File: src/rtl/pit_pkg.sv
// Programmable interval timer: shared register offsets,
// CTRL bit positions and state encoding.
package pit_pkg;

  localparam logic [1:0] PIT_CTRL   = 2'd0;
  localparam logic [1:0] PIT_LOAD   = 2'd1;
  localparam logic [1:0] PIT_COUNT  = 2'd2;
  localparam logic [1:0] PIT_STATUS = 2'd3;

  localparam int CTRL_EN       = 0;
  localparam int CTRL_PERIODIC = 1;
  localparam int CTRL_IE       = 2;
  localparam int CTRL_PRESCALE = 8;

  localparam int STATUS_EXPIRED = 0;

  typedef enum logic {
    ST_STOP = 1'b0,
    ST_RUN  = 1'b1
  } pit_state_e;

endpackage

File: src/rtl/pit_prescaler.sv
// Tick divider: one-cycle tick every (divisor+1) clocks while run.
// Ports: clk, rst_n, restart, run, divisor[W], tick.
module pit_prescaler
  import pit_pkg::*;
#(
  parameter int W = 8
) (
  input  logic         clk,
  input  logic         rst_n,
  input  logic         restart,
  input  logic         run,
  input  logic [W-1:0] divisor,
  output logic         tick
);

  logic [W-1:0] cnt_q;

  // >= keeps the divider sane if divisor shrinks mid-run.
  assign tick = run & (cnt_q >= divisor);

  always_ff @(posedge clk or negedge rst_n) begin
    if (!rst_n) begin
      cnt_q <= '0;
    end else if (restart || !run || tick) begin
      cnt_q <= '0;
    end else begin
      cnt_q <= cnt_q + 1'b1;
    end
  end

endmodule

File: src/rtl/pit_timer.sv
// Wishbone PIT: 32-bit down-counter, one-shot/periodic, level irq.
// Ports: clk_i, rst_n_i, wb cyc/stb/we/sel/adr/dat_i, dat_o, ack_o, irq_o.
// Optional PIT_PRESCALER_EN builds the CTRL[15:8] tick prescaler.
module pit_timer
  import pit_pkg::*;
#(
  parameter logic [31:0] RESET_LOAD = 32'd0,
  parameter int          PRESCALE_W = 8
) (
  input  logic        clk_i,
  input  logic        rst_n_i,
  input  logic        cyc_i,
  input  logic        stb_i,
  input  logic        we_i,
  input  logic [3:0]  sel_i,
  input  logic [31:0] adr_i,
  input  logic [31:0] dat_i,
  output logic [31:0] dat_o,
  output logic        ack_o,
  output logic        irq_o
);

  pit_state_e state_q, state_d;

  logic        en_q, en_d;
  logic        per_q, per_d;
  logic        ie_q, ie_d;
  logic [31:0] load_q, load_d;
  logic [31:0] count_q, count_d;
  logic        exp_q, exp_d;
  logic        tick;
  logic        start;
  logic [31:0] rdata;

  logic [PRESCALE_W-1:0] presc_q;

  logic unused_bits;
  assign unused_bits = ^{sel_i, adr_i[31:4], adr_i[1:0]};

  logic req, wr;
  logic hit_ctrl, hit_load, hit_count, hit_stat;

  assign req = cyc_i & stb_i & ~ack_o;
  assign wr  = req & we_i;

  assign hit_ctrl  = adr_i[3:2] == PIT_CTRL;
  assign hit_load  = adr_i[3:2] == PIT_LOAD;
  assign hit_count = adr_i[3:2] == PIT_COUNT;
  assign hit_stat  = adr_i[3:2] == PIT_STATUS;

  // Prescaler restarts whenever the timer enters ST_RUN.
  assign start = wr & hit_ctrl & dat_i[CTRL_EN]
               & (state_q == ST_STOP);

`ifdef PIT_PRESCALER_EN
  logic [PRESCALE_W-1:0] presc_d;

  always_ff @(posedge clk_i or negedge rst_n_i) begin
    if (!rst_n_i) begin
      presc_q <= '0;
    end else begin
      presc_q <= presc_d;
    end
  end

  always_comb begin
    presc_d = presc_q;
    if (wr && hit_ctrl) begin
      presc_d = dat_i[CTRL_PRESCALE +: PRESCALE_W];
    end
  end

  pit_prescaler #(
    .W (PRESCALE_W)
  ) u_presc (
    .clk     (clk_i),
    .rst_n   (rst_n_i),
    .restart (start),
    .run     (state_q == ST_RUN),
    .divisor (presc_q),
    .tick    (tick)
  );
`else
  assign presc_q = '0;
  assign tick    = (state_q == ST_RUN);
`endif

  always_comb begin
    state_d = state_q;
    en_d    = en_q;
    per_d   = per_q;
    ie_d    = ie_q;
    load_d  = load_q;
    count_d = count_q;
    exp_d   = exp_q;

    if (wr && hit_ctrl) begin
      en_d  = dat_i[CTRL_EN];
      per_d = dat_i[CTRL_PERIODIC];
      ie_d  = dat_i[CTRL_IE];
    end
    if (wr && hit_load) begin
      load_d = dat_i;
    end
    // W1C first; a same-cycle expiry below overrides it.
    if (wr && hit_stat && dat_i[STATUS_EXPIRED]) begin
      exp_d = 1'b0;
    end

    unique case (state_q)
      ST_STOP: begin
        if (wr && hit_load) begin
          count_d = dat_i;
        end
        if (start) begin
          count_d = load_q;
          state_d = ST_RUN;
        end
      end
      ST_RUN: begin
        if (wr && hit_ctrl && !dat_i[CTRL_EN]) begin
          state_d = ST_STOP;
        end else if (tick) begin
          if (count_q > 32'd1) begin
            count_d = count_q - 32'd1;
          end else if (count_q == 32'd1) begin
            exp_d = 1'b1;
            if (per_d) begin
              count_d = load_q;
            end else begin
              count_d = '0;
              en_d    = 1'b0;
              state_d = ST_STOP;
            end
          end
        end
      end
      default: state_d = ST_STOP;
    endcase
  end

  always_comb begin
    rdata = '0;
    unique case (1'b1)
      hit_ctrl: begin
        rdata[CTRL_EN]       = en_q;
        rdata[CTRL_PERIODIC] = per_q;
        rdata[CTRL_IE]       = ie_q;
        rdata[CTRL_PRESCALE +: PRESCALE_W] = presc_q;
      end
      hit_load:  rdata = load_q;
      hit_count: rdata = count_q;
      hit_stat:  rdata[STATUS_EXPIRED] = exp_q;
      default:   rdata = '0;
    endcase
  end

  always_ff @(posedge clk_i or negedge rst_n_i) begin
    if (!rst_n_i) begin
      state_q <= ST_STOP;
      en_q    <= 1'b0;
      per_q   <= 1'b0;
      ie_q    <= 1'b0;
      load_q  <= RESET_LOAD;
      count_q <= RESET_LOAD;
      exp_q   <= 1'b0;
      ack_o   <= 1'b0;
      dat_o   <= '0;
      irq_o   <= 1'b0;
    end else begin
      state_q <= state_d;
      en_q    <= en_d;
      per_q   <= per_d;
      ie_q    <= ie_d;
      load_q  <= load_d;
      count_q <= count_d;
      exp_q   <= exp_d;
      ack_o   <= req;
      if (req && !we_i) begin
        dat_o <= rdata;
      end
      irq_o   <= exp_q & ie_q;
    end
  end

endmodule
File: config.mk
export PLATFORM = sky130hd
export DESIGN_NAME = pit_timer
export DESIGN_NICKNAME = d
export VERILOG_FILES = /design/src/rtl/pit_pkg.sv /design/src/rtl/pit_prescaler.sv /design/src/rtl/pit_timer.sv
export SDC_FILE = /design/constraint.sdc
export NUM_CORES = 1
export LEC_CHECK = 0
export BUFFER_PORTS_ARGS = -buffer_cell sky130_fd_sc_hd__buf_2
export CORE_MARGIN = 2
export CORE_UTILIZATION = 40
export DETAILED_ROUTE_END_ITERATION = 16
export SLEW_MARGIN = 20
export SYNTH_ARGS = -nofsm -noshare
export SYNTH_HDL_FRONTEND = slang
export SYNTH_SLANG_ARGS = --single-unit
File: constraint.sdc
create_clock -name clk_i -period 6.3 [get_ports clk_i]
set_clock_uncertainty 0.1 [all_clocks]
set_input_delay 0.315 -clock clk_i [delete_from_list [all_inputs] [get_ports clk_i]]
set_output_delay 0.315 -clock clk_i [all_outputs]
set_load 0.02 [all_outputs]
=== Word level (Yosys, flattened, before mapping) ===
Cells that the tools add are included.

* Add/sub/neg operators: 1
* Multiply operators: 0
* Magnitude comparators: 1
* Div/mod/pow operators: 0
* Bitwise logic cells: 9
* Equality and inequality tests: 7
* Reduce and logical (&&, ||, !) cells: 10
* Shift-type cells: 0
* Muxes and demuxes: 30

{| class="wikitable"
|+ Operator list
! cell !! count
|-
| $mux W32 || 6
|-
| $pmux W32 S2 || 1
|-
| $eq A32 B1 Y1 const B || 1
|-
| $gt A32 B1 Y1 const B || 1
|-
| $pmux W16 S2 || 1
|-
| $sub A32 B1 Y32 const B || 1
|-
| $mux W1 || 17
|-
| $pmux W8 S2 || 1
|-
| $pmux W5 S2 || 1
|-
| $and A1 B1 Y1 || 7
|-
| $logic_and A1 B1 Y1 || 6
|-
| $pmux W2 S3 || 1
|-
| $eq A2 B2 Y1 const B || 2
|-
| $pmux W1 S4 || 1
|-
| $ne A3 B1 Y1 const B || 1
|-
| $ne A3 B2 Y1 const B || 1
|-
| $reduce_and A3 Y1 || 1
|-
| $eq A2 B1 Y1 const B || 1
|-
| $logic_not A1 Y1 || 2
|-
| $logic_not A2 Y1 || 1
|-
| $ne A2 B2 Y1 const B || 1
|-
| $not A1 Y1 || 2
|-
| $pmux W1 S2 || 1
|}

* Memories kept: 0
* Output and inout bits: 34
* Bits in latches: 0
* RAM bits: 0
* Bits in read-only memories: 0
* Register bits: 103

=== Logic depth before layout (Yosys ltp) ===
Gate-level depths: netlist of run 1.

* Depth in word-level cells: 10
* Gate-level depth with buffers: 10
* Mapped depth without buffers: 8

=== Worst setup path after synthesis of run 1 ===
OpenSTA, ideal clock, no wires.

* Path type: reg-to-reg
* Start: register count_q[13]
* End: register count_q[3]
* Period minus slack after synthesis: 2.992 ns
* Stages on the path, launching flop included: 11
* Required time: 6.078 ns
* Arrival time: 2.770 ns
* Setup slack: 3.308 ns
* Path buffers: 4
* Cell sequence: dfrtp_1 -> buf_6 -> or4_4 -> or4_1 -> buf_2 -> or4_4 -> buf_6 -> buf_6 -> a32o_1 -> a21oi_1 -> o2bb2ai_1

* Longest elaborated chain between the ends: 4

{| class="wikitable"
|+ RTL lines
! item !! RTL line !! text
|-
| from (decl) || pit_timer.sv:29 || <nowiki>logic [31:0] count_q, count_d;</nowiki>
|-
| from (signal assigned) || pit_timer.sv:176 || <nowiki>count_q <= count_d;</nowiki>
|-
| $gt A32 B1 Y1 || pit_timer.sv:124 || <nowiki>if (count_q > 32'd1) begin</nowiki>
|-
| $mux W32 || pit_timer.sv:124 ||
|-
| $mux W32 || pit_timer.sv:121 || <nowiki>if (wr && hit_ctrl && !dat_i[CTRL_EN]) begin</nowiki>
|-
| $pmux W32 S2 || pit_timer.sv:110 || <nowiki>unique case (state_q)</nowiki>
|}

Parallel ways exist; a longest one is shown, timed or not. The select of a mux whose other input is x is not followed.
A chain may end at the register's enable or synchronous reset.

=== Worst setup path after layout of run 1 ===
* Start: register count_q[13]
* End: register count_q[14]

* Longest elaborated chain between the ends: 4

{| class="wikitable"
|+ RTL lines
! item !! RTL line
|-
| $sub A32 B1 Y32 / $gt A32 B1 Y1 (equally long branches) || pit_timer.sv:125, pit_timer.sv:124
|-
| $mux W32 || pit_timer.sv:124
|-
| $mux W32 || pit_timer.sv:121
|-
| $pmux W32 S2 || pit_timer.sv:110
|}

Parallel ways exist; a longest one is shown, timed or not. The select of a mux whose other input is x is not followed.

==> impl_results.rst, run 1 <==
.. list-table::
   :header-rows: 1

   * - Metric
     - Value
   * - Cells after synthesis
     - 657
   * - Vias
     - 5345
   * - Count of yosys warnings during synthesis
     - 0
   * - Total power per unit cell area
     - 367.3 mW/mm2
   * - Initial antenna violation count
     - 0
   * - DRT antenna net count
     - 0
   * - Count of pins on the block boundary
     - 107
   * - Count of final hold-check violations
     - 0
   * - Area leader, netlist
     - sky130_fd_sc_hd__dfrtp_1
   * - Max_cap viols
     - 0
   * - Post CTS Setup Buffer Count
     - 0
   * - Met2 wire len
     - 8056 um
   * - Fraction of final layout cells with drive strength greater than 1
     - 20.60%
   * - RD Place Congestion
     - 0.9153
   * - Resized cells post-CTS
     - 0
   * - DRC
     - 0
   * - Maximum number of pins on one net before global-route repair
     - 74
   * - Time the worst path needs with I/O delays and setup
     - 3.941 ns
   * - Prevailing post-synth register cell
     - sky130_fd_sc_hd__dfrtp_1
   * - Required time worst endpoint
     - 6.47 ns
   * - Placed wire-length estimate
     - 12210 um
   * - Most used standard cell by instance count after synthesis
     - sky130_fd_sc_hd__nand2_1
   * - Critical Path AT
     - 4.11 ns
   * - Maximum level of the CTS H-tree
     - 3
   * - Die width
     - 126.3 um
   * - Via-per-instance ratio
     - 6.053
   * - Clock tree sinks
     - 103
   * - Fraction of registers with async set/reset
     - 100.0%
   * - Smallest setup slack after layout
     - 2.359 ns
   * - Critical Path, Cell by Cell
     - or4_4 > or4_1 > nor4_4 > buf_4 > and3_1 > a211oi_1 > o2bb2ai_1
   * - Peak supply drop
     - 0.1589 mV
   * - Transition time of the tightest slew-check pin
     - 1.013 ns
   * - Type of the worst setup path
     - flip-flop to flip-flop
   * - Cell types with the largest area share after synthesis
     - sky130_fd_sc_hd__dfrtp_1, sky130_fd_sc_hd__nand2_1, sky130_fd_sc_hd__mux2_2
   * - Unrepaired setup endpoints after global routing
     - no
   * - Total GRT Usage
     - 22.60%
   * - Total placed instance area
     - 0.006412 mm2
   * - Diode count
     - 0
   * - Post-route cell area
     - 0.006729 mm2
   * - Final cycle utilization of the critical path
     - 62.56%
   * - Crit path capture type
     - flip-flop
   * - Area share of the largest cell type after synthesis
     - 43.07%
   * - Synthesis-stage register bit count
     - 103
   * - Vias in the first global route
     - 5233
   * - Proportion of synthesized chip area in sequential cells
     - 43.07%
   * - Clock slew at the register clock pins of the worst setup and hold paths
     - 0.07 ns
   * - Maximum buffer depth of the clock tree
     - 2
   * - Avg Inst Size Synth
     - 9.109 um2
   * - Floorplan die height
     - 126.3 um
   * - Placeable core region
     - 0.01459 mm2
   * - Synth-to-Final Area Change
     - 12.44%
   * - Nets in the synthesized netlist
     - 736
   * - Top post-synthesis cells by count
     - sky130_fd_sc_hd__nand2_1, sky130_fd_sc_hd__dfrtp_1, sky130_fd_sc_hd__o21ai_0, sky130_fd_sc_hd__a22o_1, sky130_fd_sc_hd__clkbuf_1
   * - Detailed-routing wirelength on met1
     - 8447 um
   * - Total of buffers placed on input and output ports
     - 72
   * - Die ar.
     - 0.01596 mm2
   * - Buffer cell driving the clock tree root
     - sky130_fd_sc_hd__clkbuf_16
   * - Number of distinct standard cells referenced by the synthesized netlist
     - 61
   * - Maximum achievable frequency
     - 253.7 MHz
   * - Number of synthesized flops with an enable pin
     - 0
   * - Startpoint type of the worst setup path
     - flip-flop
   * - Number of CTS-inserted buffers
     - 9
   * - Number of standard-cell rows in the floorplan
     - 44
   * - First-pass GRT wire length
     - 28800 um
   * - Post-place setup slack
     - 2.457 ns
   * - Effective utilization at floorplan
     - 41.02%
   * - Top routing layer in use
     - met4
   * - Netlist area before placement
     - 0.005984 mm2
   * - Hold/Removal Path Class
     - primary input to flip-flop
   * - LEAKAGE
     - 2.886 nW
   * - First-pass DRT Iterations
     - 5
   * - Number of max-slew violations in the final report
     - 0
   * - Relative slew margins
     - 32.50%
   * - Worst path max stage delay
     - 0.75 ns
   * - Initial detailed-routing violation count
     - 568
   * - # placed instances
     - 866
   * - Per-cell routed wire length
     - 20.39 um
   * - Crit path max fanout
     - 15
   * - Cell with the largest stage delay on the worst path
     - sky130_fd_sc_hd__nor4_4
   * - Congestion Overflow GR
     - 0
   * - Non-filler instance count after layout
     - 883
   * - Final count of negative-setup-slack endpoints
     - 0
   * - Clk_lat worst skew
     - 0.35 ns
   * - Final-layout setup total negative slack
     - 0 ns
   * - Final wirelength
     - 18000 um
   * - CTS tree
     - built
   * - Number of nets at the end of the flow
     - 773
   * - Detail Route met3 WL
     - 1051 um
   * - Result of the run
     - finished, final reports clean
## area by class of cell
type                    count  area [um2]
clock buffers              10       239.0
fillers                  1424        7860
well taps                 184       230.2
flip-flops and latches    103        2577
multi-input cells         490        3144
repair buffers             82       440.4
clock inverters             6       67.56
inverters                   8       30.03
## cell usage in the layout (no fill, tap or decap), types with 5 or more instances in the layout
master,n
sky130_fd_sc_hd__buf_4,10
sky130_fd_sc_hd__o31a_1,5
sky130_fd_sc_hd__dfrtp_1,103
sky130_fd_sc_hd__nor4_1,17
sky130_fd_sc_hd__a22o_1,38
sky130_fd_sc_hd__and3_1,5
sky130_fd_sc_hd__inv_1,8
sky130_fd_sc_hd__nor2_1,28
sky130_fd_sc_hd__o21ai_0,49
sky130_fd_sc_hd__a21oi_1,26
sky130_fd_sc_hd__or3_1,5
sky130_fd_sc_hd__nand2_1,118
sky130_fd_sc_hd__o2bb2ai_1,10
sky130_fd_sc_hd__ha_1,6
sky130_fd_sc_hd__buf_2,71
sky130_fd_sc_hd__mux2_2,35
sky130_fd_sc_hd__a21o_1,5
sky130_fd_sc_hd__a211oi_1,11
sky130_fd_sc_hd__nor3_1,14
sky130_fd_sc_hd__nand3_1,17
sky130_fd_sc_hd__or4_1,8
sky130_fd_sc_hd__nand4_1,8
sky130_fd_sc_hd__a31oi_1,12
sky130_fd_sc_hd__clkbuf_16,9
## worst max-delay path, delay by kind of cell (launching register included)
kind / cells / cell delay (ns)
AO/OA/AOI/OAI: 2 / 0.36
buffers and inverters: 1 / 0.36
flip-flops: 1 / 0.49
AND/OR/NAND/NOR: 4 / 2.53
## per-layer routing
layer | vias to the layer above | track usage (%)
met2 | 185 | 35.01
met5 | - | 0
met1 | 2604 | 32.29
met3 | 28 | 3.248
li1 | 2528 | -
met4 | 0 | 8.533
## registers in the layout (all words and copies together), names as in the netlist
| register | cells |
|---|---|
| ack_o | 1 |
| count_q | 32 |
| dat_o | 32 |
| en_q | 1 |
| exp_q | 1 |
| ie_q | 1 |
| irq_o | 1 |
| load_q | 32 |
| per_q | 1 |
| state_q | 1 |
## power by group
group          switching [mW]  internal [mW]
clock                   0.263          0.321
combinational           0.455          0.326
sequential              0.258          0.848
## metrics by stage
stage	hold WS, ns	power, mW	util (%)
after floorplan	-0.08059	1.615	-
after global placement	0.1796	1.849	43.95
after detailed placement	0.1835	1.883	43.95
after CTS	0.09634	2.470	46.12
after global routing	0.1100	2.611	46.12
final	0.1092	2.472	46.12
## logic make-up after synthesis
group           count (synthesis)  synth area share, %
simple gates                  244                20.03
compound gates                196                23.12
flops                         103                43.07
buf+inv                        64                4.558
mux                            38                7.088
xor+xnor                        6               0.8781
fa+ha+maj                       6                1.254
## timing repair
action	in CTS	in global routing
endpoints found under the hold margin	30	0
hold buffers	1	0
setup endpoints to repair	0	0
## worst paths after layout
| check | to | depth (start not counted) | startpoint | slack [ns] |
|---|---|---|---|---|
| max in group asynchronous | count_q[9] | 3 | rst_n_i | 4.45 |
| setup / recovery | count_q[14] | 7 | count_q[13] | 2.36 |
| min in group asynchronous | load_q[23] | 2 | rst_n_i | 0.34 |
| setup reg to reg | count_q[14] | 7 | count_q[13] | 2.36 |
| hold reg to reg | ack_o | 1 | ack_o | 0.37 |
| hold / removal | load_q[10] | 2 | dat_i[10] | 0.11 |
(Power assumes the default switching activity.)
==> inputs of run 2 (changes only) <==
==> constraint.sdc (replaced) <==
create_clock -name clk_i -period 4.01 [get_ports clk_i]
set_clock_uncertainty 0.1 [all_clocks]
set_input_delay 0.2005 -clock clk_i [delete_from_list [all_inputs] [get_ports clk_i]]
set_output_delay 0.2005 -clock clk_i [all_outputs]
set_load 0.02 [all_outputs]
==> run 2 against run 1 <==
Critical path type unchanged. Clock power rose by 66%. The flow now finishes with violations (hold timing). Wire length rose by 0.24%. Via count rose by 4.0%. First-iteration DRC count fell by 17%. Global-route usage rose by 0.52 points. Hold slack got worse by 0.11 ns. Worst setup slack got worse by 1.9 ns.
==> impl_results.rst, run 2 (same netlist as run 1, synthesis figures left out) <==
.. list-table::
   :header-rows: 1

   * - Metric
     - Value
   * - Result of the run
     - finished with violations
   * - Violated checks
     - hold timing
   * - Maximum level of the CTS H-tree
     - 3 (unchanged)
   * - Worst Path Buf+Inv
     - 0 (-1)
   * - Number of CTS-inserted buffers
     - 9 (unchanged)
   * - Relative slew margins
     - 38.10% (+5.6 points)
   * - Total GRT Usage
     - 23.12% (+0.52 points)
   * - Initial detailed-routing violation count
     - 473 (-17%)
   * - Clk_lat worst skew
     - 0.36 ns (about the same)
   * - Capture point of the worst reg-to-reg path
     - count_q[21]
   * - Count of final hold-check violations
     - 1 (+1)
   * - Final-layout setup total negative slack
     - 0 ns (unchanged)
   * - Unrepaired setup endpoints after global routing
     - no
   * - Resized cells post-CTS
     - 0 (unchanged)
   * - Worst hold path depth
     - 2 (unchanged)
   * - Biggest registers after layout
     - count_q: 32 flops, dat_o: 32 flops, load_q: 32 flops
   * - Effective utilization at floorplan
     - 41.02% (unchanged)
   * - Final count of negative-setup-slack endpoints
     - 0 (unchanged)
   * - Number of filler instances in the final layout
     - 1404 (-1.4%)
   * - Max_cap viols
     - 0 (unchanged)
   * - Maximum number of pins on one net before global-route repair
     - 82 (+11%)
   * - Floorplan die height
     - 126.3 um (unchanged)
   * - Required time worst endpoint
     - 4.16 ns (-2.31 ns)
   * - Crit path capture type
     - flip-flop
   * - Most frequent standard cell in the layout excluding fill and tap cells
     - sky130_fd_sc_hd__nand2_1
   * - Placed wire-length estimate
     - 12120 um (-0.77%)
   * - Type of the worst setup path
     - flip-flop to flip-flop
   * - Synth-to-Final Area Change
     - 18.27%
   * - Post-place setup slack
     - 0.4823 ns (-1.975 ns)
   * - Post-CTS Hold Buffers
     - 28 (+27)
   * - Total of buffers placed on input and output ports
     - 72 (unchanged)
   * - Vias in the first global route
     - 5301 (+1.3%)
   * - Crit path max fanout
     - 20 (+5)
   * - DRC
     - 0 (unchanged)
   * - Clock tree sinks
     - 103 (unchanged)
   * - Multi-input gate area
     - 0.003144 mm2 (unchanged)
   * - Post CTS Setup Buffer Count
     - 0 (unchanged)
   * - Most frequent CP cell
     - sky130_fd_sc_hd__or4_4
   * - Count of cells along the worst register-to-register path
     - 6 (-1)
   * - Die width
     - 126.3 um (unchanged)
   * - Cell with the largest stage delay on the worst path
     - sky130_fd_sc_hd__or4_4
   * - Register area
     - 0.002577 mm2 (unchanged)
   * - Cell class contributing the biggest share of worst-path delay
     - simple AND/OR/NAND/NOR gates
   * - RD Place Congestion
     - 0.8767 (-4.2%)
   * - Commonest cells after routing, fill and taps aside
     - sky130_fd_sc_hd__nand2_1, sky130_fd_sc_hd__dfrtp_1, sky130_fd_sc_hd__buf_2
   * - Final wirelength
     - 18040 um (+0.24%)
   * - Placeable core region
     - 0.01459 mm2 (unchanged)
   * - Total power per unit cell area
     - 561.6 mW/mm2 (+53%)
   * - Vias
     - 5558 (+4.0%)
   * - Number of standard-cell rows in the floorplan
     - 44 (unchanged)
   * - Congestion Overflow GR
     - 0 (unchanged)
   * - Die ar.
     - 0.01596 mm2 (unchanged)
   * - Critical Path AT
     - 3.71 ns (-0.40 ns)
   * - LEAKAGE
     - 3.043 nW (+5.5%)
   * - Maximum achievable frequency
     - 280.7 MHz (+11%)
   * - First-pass GRT wire length
     - 29410 um (+2.1%)
   * - Smallest setup slack after layout
     - 0.4478 ns (-1.911 ns)
   * - Count of pins on the block boundary
     - 107 (unchanged)
   * - CTS tree
     - built
   * - Startpoint type of the worst setup path
     - flip-flop
   * - Final hold slack
     - -0.003053 ns (-0.1122 ns)
   * - Final cycle utilization of the critical path
     - 88.83% (+26 points)
   * - Hold/Removal Path Class
     - primary input to flip-flop
   * - Per-cell routed wire length
     - 19.65 um (-3.6%)
   * - Number of nets at the end of the flow
     - 808 (+4.5%)
   * - Critical Path, Cell by Cell
     - or4_4 > or4_1 > or4_4 > nand2_1 > o21ai_0 > a211o_1
   * - Fraction of final layout cells with drive strength greater than 1
     - 20.57% (-0.029 points)
   * - Startpoint of the tightest hold check path
     - dat_i[23]
   * - Time the worst path needs with I/O delays and setup
     - 3.562 ns (-0.3793 ns)
   * - Maximum buffer depth of the clock tree
     - 2 (unchanged)
   * - Via-per-instance ratio
     - 6.054 (about the same)
   * - Transition time of the tightest slew-check pin
     - 0.9285 ns (-0.08400 ns)
   * - Diode count
     - 0 (unchanged)
   * - End point of the most critical hold path
     - load_q[23]
   * - Initial antenna violation count
     - 0 (unchanged)
   * - Number of max-slew violations in the final report
     - 0 (unchanged)
   * - Peak supply drop
     - 0.2770 mV (+74%)
   * - Worst reg-to-reg setup slack
     - 0.45 ns (-1.91 ns)
   * - Worst path max stage delay
     - 0.74 ns (about the same)
   * - Buffer cell driving the clock tree root
     - sky130_fd_sc_hd__clkbuf_16
   * - First-pass DRT Iterations
     - 5 (unchanged)
   * - DRT antenna net count
     - 0 (unchanged)
   * - Clock slew at the register clock pins of the worst setup and hold paths
     - 0.07 ns (about the same)
   * - Worst reg2reg path startpoint
     - count_q[14]
[run 2: how the worst max path moves through the flow]
stage,start,to,slack (ns),cells past startpoint
6_report,count_q[14],count_q[21],0.45,6
5_1_grt,count_q[14],count_q[21],0.35,6
4_1_cts,count_q[14],count_q[21],0.46,6
3_5_place_dp,count_q[14],count_q[21],0.48,6
3_3_place_gp,count_q[14],count_q[21],0.49,6
2_1_floorplan,count_q[13],count_q[3],1.02,10
[run 2: layer usage]
metal / vias up / part of all wire, % / global-route usage, %
met1: 2740 / 47 / 33.59
met3: 28 / 6.4 / 4.218
li1: 2595 / - / -
met2: 195 / 45 / 35.20
met4: 0 / 1.8 / 7.304
met5: - / 0 / 0
[run 2: layout make-up]
class,instances,area share (%)
clock buffer,10,3.235
clock inverter,6,1.308
inverter,8,0.4243
multi-input combinational,490,44.42
tap,184,3.253
sequential,103,36.42
timing repair buffer,117,10.94
[run 2: where the power goes]
group	internal [mW]	switching, mW
Sequential	1.33	0.372
Combinational	0.554	0.748
Clock	0.551	0.417
[run 2: through the flow]
step                std cells  power (mW)  area, um2  util, %
global placement          874       2.943       6472    44.37
global route              918       4.205       7078    48.52
finish                    918       3.975       7078    48.52
detailed placement        874       2.977       6472    44.37
CTS                       918       3.972       7074    48.49
floorplan                 657       2.537       5984        -
[run 2: worst reg2reg max path: cells and delay by family (launching register included)]
family          cells  cell delay, ns
compound gates      2            0.51
simple gates        4            2.37
flops               1            0.46
